File: src/rtl/bram_stream_dma.sv
// Moves a block of words between a simple-dual-port BRAM and a valid/ready stream.
//   clock, reset                          : single clock, synchronous active-high reset
//   start, op, base_addr, count           : transfer request, sampled in IDLE (op 0 = LOAD, 1 = DUMP)
//   in_valid/in_ready/in_data             : LOAD stream sink, written straight into the BRAM
//   out_valid/out_ready/out_data          : DUMP stream source, fed from a 2-entry FIFO
//   bram_wen/bram_waddr/bram_din          : BRAM write port (combinational from the LOAD handshake)
//   bram_raddr/bram_dout                  : BRAM read port, dout valid one cycle after raddr
//   busy, done                            : busy while not IDLE, one-cycle completion pulse
module bram_stream_dma #(
    parameter int unsigned DATA_WIDTH    = 16,
    parameter int unsigned ADDRESS_WIDTH = 11
) (
    input  logic                     clock,
    input  logic                     reset,
    input  logic                     start,
    input  logic                     op,
    input  logic [ADDRESS_WIDTH-1:0] base_addr,
    input  logic [ADDRESS_WIDTH:0]   count,
    input  logic                     in_valid,
    output logic                     in_ready,
    input  logic [DATA_WIDTH-1:0]    in_data,
    output logic                     out_valid,
    input  logic                     out_ready,
    output logic [DATA_WIDTH-1:0]    out_data,
    output logic                     bram_wen,
    output logic [ADDRESS_WIDTH-1:0] bram_waddr,
    output logic [DATA_WIDTH-1:0]    bram_din,
    output logic [ADDRESS_WIDTH-1:0] bram_raddr,
    input  logic [DATA_WIDTH-1:0]    bram_dout,
    output logic                     busy,
    output logic                     done
);

    localparam int unsigned CW = ADDRESS_WIDTH + 1;

    typedef enum logic [1:0] {S_IDLE, S_LOAD, S_DUMP, S_FINISH} state_e;

    state_e                   state_q, state_d;
    logic [ADDRESS_WIDTH-1:0] addr_q, addr_d;
    logic [ADDRESS_WIDTH-1:0] raddr_q, raddr_d;
    logic [CW-1:0]            rem_q, rem_d;     // words still to write (LOAD) or to emit (DUMP)
    logic [CW-1:0]            iss_q, iss_d;     // BRAM reads still to issue (DUMP)
    logic                     inflight_q, inflight_d;
    logic [1:0]               occ_q, occ_d;
    logic [DATA_WIDTH-1:0]    head_q, head_d;
    logic [DATA_WIDTH-1:0]    tail_q, tail_d;

    logic wr_c, issue_c, pop_c, push_c, ld_ready_c;

    // State register and datapath registers
    always_ff @(posedge clock) begin
        if (reset) begin
            state_q    <= S_IDLE;
            addr_q     <= '0;
            raddr_q    <= '0;
            rem_q      <= '0;
            iss_q      <= '0;
            inflight_q <= 1'b0;
            occ_q      <= '0;
            head_q     <= '0;
            tail_q     <= '0;
        end else begin
            state_q    <= state_d;
            addr_q     <= addr_d;
            raddr_q    <= raddr_d;
            rem_q      <= rem_d;
            iss_q      <= iss_d;
            inflight_q <= inflight_d;
            occ_q      <= occ_d;
            head_q     <= head_d;
            tail_q     <= tail_d;
        end
    end

    // Next-state, handshakes and FIFO update
    always_comb begin
        state_d    = state_q;
        addr_d     = addr_q;
        raddr_d    = raddr_q;
        rem_d      = rem_q;
        iss_d      = iss_q;
        inflight_d = 1'b0;
        occ_d      = occ_q;
        head_d     = head_q;
        tail_d     = tail_q;
        wr_c       = 1'b0;
        issue_c    = 1'b0;
        pop_c      = 1'b0;
        push_c     = 1'b0;
        ld_ready_c = 1'b0;

        case (state_q)
            S_IDLE: begin
                if (start) begin
                    addr_d = base_addr;
                    rem_d  = count;
                    iss_d  = count;
                    if (count == '0) state_d = S_FINISH;
                    else if (op)     state_d = S_DUMP;
                    else             state_d = S_LOAD;
                end
            end
            S_LOAD: begin
                ld_ready_c = 1'b1;
                if (in_valid) begin
                    wr_c   = 1'b1;
                    addr_d = addr_q + ADDRESS_WIDTH'(1);
                    rem_d  = rem_q - CW'(1);
                    if (rem_q == CW'(1)) state_d = S_FINISH;
                end
            end
            S_DUMP: begin
                pop_c  = (occ_q != 2'd0) && out_ready;
                push_c = inflight_q;
                // Issue only if the word will have a FIFO slot when it lands next cycle
                issue_c = (iss_q != '0) &&
                          (({1'b0, occ_q} + {2'b00, inflight_q}) < (3'd2 + {2'b00, pop_c}));
                if (issue_c) begin
                    raddr_d = addr_q;
                    addr_d  = addr_q + ADDRESS_WIDTH'(1);
                    iss_d   = iss_q - CW'(1);
                end
                inflight_d = issue_c;
                case ({push_c, pop_c})
                    2'b10: begin
                        if (occ_q == 2'd0) head_d = bram_dout;
                        else               tail_d = bram_dout;
                        occ_d = occ_q + 2'd1;
                    end
                    2'b01: begin
                        head_d = tail_q;
                        occ_d  = occ_q - 2'd1;
                    end
                    2'b11: begin
                        if (occ_q == 2'd1) begin
                            head_d = bram_dout;
                        end else begin
                            head_d = tail_q;
                            tail_d = bram_dout;
                        end
                    end
                    default: ;
                endcase
                if (pop_c) begin
                    rem_d = rem_q - CW'(1);
                    if (rem_q == CW'(1)) state_d = S_FINISH;
                end
            end
            S_FINISH: state_d = S_IDLE;
            default:  state_d = S_IDLE;
        endcase
    end

    // Outputs are forced quiet while reset is high so an aborted transfer cannot write
    assign busy       = !reset && (state_q != S_IDLE);
    assign done       = !reset && (state_q == S_FINISH);
    assign in_ready   = !reset && ld_ready_c;
    assign bram_wen   = !reset && wr_c;
    assign bram_waddr = reset ? '0 : addr_q;
    assign bram_din   = in_data;
    assign bram_raddr = reset ? '0 : (issue_c ? addr_q : raddr_q);
    assign out_valid  = !reset && (occ_q != 2'd0);
    assign out_data   = head_q;

endmodule

File: config.mk
export PLATFORM = sky130hd
export DESIGN_NAME = bram_stream_dma
export DESIGN_NICKNAME = d
export VERILOG_FILES = /design/src/rtl/bram_stream_dma.sv
export SDC_FILE = /design/constraint.sdc
export NUM_CORES = 1
export LEC_CHECK = 0
export ABC_AREA = 1
export CAP_MARGIN = 20
export CORE_UTILIZATION = 50
export CTS_CLUSTER_SIZE = 28
export DETAILED_ROUTE_END_ITERATION = 12
export PLACE_DENSITY = 0.77
export SLEW_MARGIN = 10
export SYNTH_ARGS = -nofsm -noshare
export SYNTH_HDL_FRONTEND = slang
export SYNTH_SLANG_ARGS = --single-unit
export TNS_END_PERCENT = 30
File: constraint.sdc
create_clock -name clock -period 2.29 [get_ports clock]
set_input_delay 0.458 -clock clock [delete_from_list [all_inputs] [get_ports clock]]
set_output_delay 0.458 -clock clock [all_outputs]
set_load 0.005 [all_outputs]
==> run metrics <==
area grow syn2layout=34.5%; drt wl/cell=~14 µm; Worst Path Buf+Inv=5; Worst path max stage delay=0.38 ns; hold buffers post-CTS=0; sequential-to-total area share from yosys stat=about a third; CP required=about 1.8 ns; kind of critical path=register to output port; Max Cap Violations=0; H-Tree Depth=3; FFs w/ async S/R, synth=0%; # setup viols final=17; worst setup margin=-0.248 ns; RSZ-0062 raised after global routing=yes; Syn Area/Cell=6.38 µm²; Slew @ Worst Pin=between 0.5 and 0.6 ns; total number of vias=5448; Hold Vio Cnt, Final=0; Worst Skew=~0.0095 ns; YS warnings=0; Arr. time, crit path=roughly 2.1 ns; Reg power frac=around 30%; Multi-input gate area=between 2000 and 3000 µm²; Yosys top cell area share=around 33%; Design Power=slightly above 7000 µW; Placed Cells=993; Syn Std Cell Area=4990 µm²; DRT Pass-1 Iters=5; Net Sw Frac=45.5%; pwr/cell area=between 1000 and 1500 nW/µm²; Die Footprint=~10000 µm²; LEAKAGE=between 0.003 and 0.004 µW; top cell type by total area after synthesis=dfxtp_1; critical path's most frequent cell=inv_2; status=finished, violations left; gr usage total=about 28%; CTS tree=built; first-pass GRT wire length=22700 µm; Worst setup EP type=output port; minimum clock period=approximately 2.5 ns; EDFF count, synth=0; FF+latch count, synth=slightly above 80; ys flop type=dfxtp_1; fin cells=between 1000 and 1500; critical path's top delay family=buffers and inverters; failing checks=negative setup slack; CTS sink count=between 80 and 90; final hold slack=approximately 0.46 ns; post-DP HPWL=9060 µm; final wirelength=between 10000 and 15000 µm; number of vias per cell=between 5 and 6; # IOs=120; CTS clock-pin slew for the worst setup and hold paths=0.09 ns; I/O Buffers=87; routability cong.=slightly above 0.9; fraction of power consumed by the clock network=~14%; Yosys cell types=36; initial DRC count=322; pre-CTS worst setup slack=-0.385 ns; share of cells above drive strength 1=17.4%; row count=36; Clk Latency, worst-skew pair=around 0.37 ns; Die X=~100 µm; Floorplan Core Area=about 9700 µm²; largest net degree at the start of global routing=56; Initial Util=about half; Final nets=roughly 1000; Root Buffer=clkbuf_8; Filler Cell Count=between 800 and 900; Area contributors post-synth=dfxtp_1 33%, nand2_1 12%, inv_1 8.9%, a21oi_1 7.9%, nor2_1 7.2%; Post-Syn Nets=around 860; FMAX=between 300 and 400 MHz; Sw Pwr=about 3300 µW; Max Slew Vio Count=0; diode count=0; crit-path cells=inv_2 -> ha_4 -> inv_2 -> nand3_2 -> a21oi_4 -> nand3_4 -> buf_6 -> buf_12 -> o21ai_4 -> a21oi_2 -> buf_2; die height=about 100 µm; Clock Path Buffers=2; Core Util, Final=slightly below 70%; register area=~1700 µm²; crit start category=register; most instantiated cells after synthesis=163 x nand2_1, 118 x inv_1, 96 x nor2_1; Gate Count Post-Synth=about 780; CP Max Fanout=5; initial antenna violation count=0; Hold WC Path Type=register to register; final routed DRC violation total=0; Internal Power=between 3000 and 4000 µW; slowest CP cell=dfxtp_4; vias in the first global route=4990; Max IR drop VDD=~0.45 mV; Congestion Overflow GR=0; cell with the most instances after synthesis=nand2_1; Num CTS Buffers=9; Slew HR=about 63%; Tcrit/Tclk final=111%; combinational group share of total power=a little under three fifths; ANT nets after route=0
worst reg2reg max path, cell delays in order (launching register included):
cell and delay (ns):
dfxtp_4 0.37, ha_4 0.16, ha_4 0.27, a21oi_4 0.06, nand3_4 0.12, buf_4 0.14, buf_8 0.13, o21ai_4 0.06
buf_4 0.15, buf_4 0.12, buf_4 0.12, buf_4 0.12, buf_4 0.12, buf_4 0.12, buf_4 0.12, buf_4 0.12
a21oi_1 0.11
per-stage QoR:
stage	area (µm²)	TNS, ns
4_1_cts	6610	-2.18
3_3_place_gp	6070	-3.44
5_1_grt	6710	-3.79
3_5_place_dp	6070	-3.80
2_1_floorplan	4990	0
6_report	6710	-2.50
worst paths after layout:
| kind | from | to | cells after the start | slack [ns] |
|---|---|---|---|---|
| hold / removal | tail_q[13] | tail_q[13] | 2 | 0.46 |
| hold reg to reg | tail_q[13] | tail_q[13] | 2 | 0.46 |
| setup / recovery | occ_q[0] | bram_raddr[0] | 11 | -0.25 |
| setup reg to reg | occ_q[0] | raddr_q[7] | 16 | -0.17 |
sequential cells by signal (all words and copies together) (netlist names):
name	count
addr_q	11
inflight_q	1
iss_q	12
occ_q	2
out_data	16
raddr_q	11
rem_q	12
state_q	2
tail_q	16
logic make-up after synthesis:
family / count (synthesis) / synth area share, %
flip-flops: 83 / 33.3
XOR/XNOR: 2 / 0.351
AND/OR/NAND/NOR: 323 / 27.3
adder cells (fa/ha/maj): 18 / 4.51
buffers and inverters: 173 / 15.2
AO/OA/AOI/OAI: 183 / 19.3
what timing repair did:
action	4_1_cts	5_1_grt
resized for setup	83	25
setup endpoints to repair	11	17
pin swaps	15	13
gates cloned	3	1
buffers inserted	25	4
cells in the final DEF, fill, tap and decap left out, types with 2 or more instances in the layout:
master / n
nor3_1: 4
buf_4: 62
clkbuf_8: 9
buf_8: 2
nor2_1: 94
buf_2: 11
clkdlybuf4s50_1: 76
clkinvlp_4: 3
inv_6: 2
ha_1: 14
nand4_1: 4
o21ai_0: 67
nand2_2: 3
a21oi_2: 8
dfxtp_2: 4
o21ai_2: 3
buf_6: 3
nand2_4: 2
o21ai_4: 10
nand2_1: 162
a21oi_1: 72
inv_2: 9
nand3_1: 40
o22ai_1: 17
buf_12: 3
dfxtp_1: 78
inv_1: 113
nor2_2: 6
clkinv_2: 2
ha_4: 3
o21ai_1: 2
power groups by stage:
stage,Combinational [µW],Sequential [µW],Clock (µW)
6_report,4010,2150,995
4_1_cts,3820,2120,993
3_5_place_dp,3470,2120,0
5_1_grt,4440,2200,1060
2_1_floorplan,2400,2070,0
3_3_place_gp,3380,2110,0
cell type report:
cell class | count | share of cell area [%]
Sequential cell | 83 | 24.9
Tap cell | 133 | 2.48
Clock inverter | 7 | 0.764
Clock buffer | 9 | 1.85
Timing Repair Buffer | 159 | 21.7
Inverter | 123 | 6.94
Multi-Input combinational cell | 526 | 41.4
routing by layer:
layer | GRT usage (%) | part of all wire (%) | vias up
met3 | 4.72 | 5.9 | 55
li1 | - | - | 2703
met5 | 0 | 0 | -
met2 | 46.8 | 49 | 203
met1 | 33.8 | 41 | 2487
met4 | 16.0 | 3.9 | 0
Note: power is estimated with default switching activity, not from simulation.
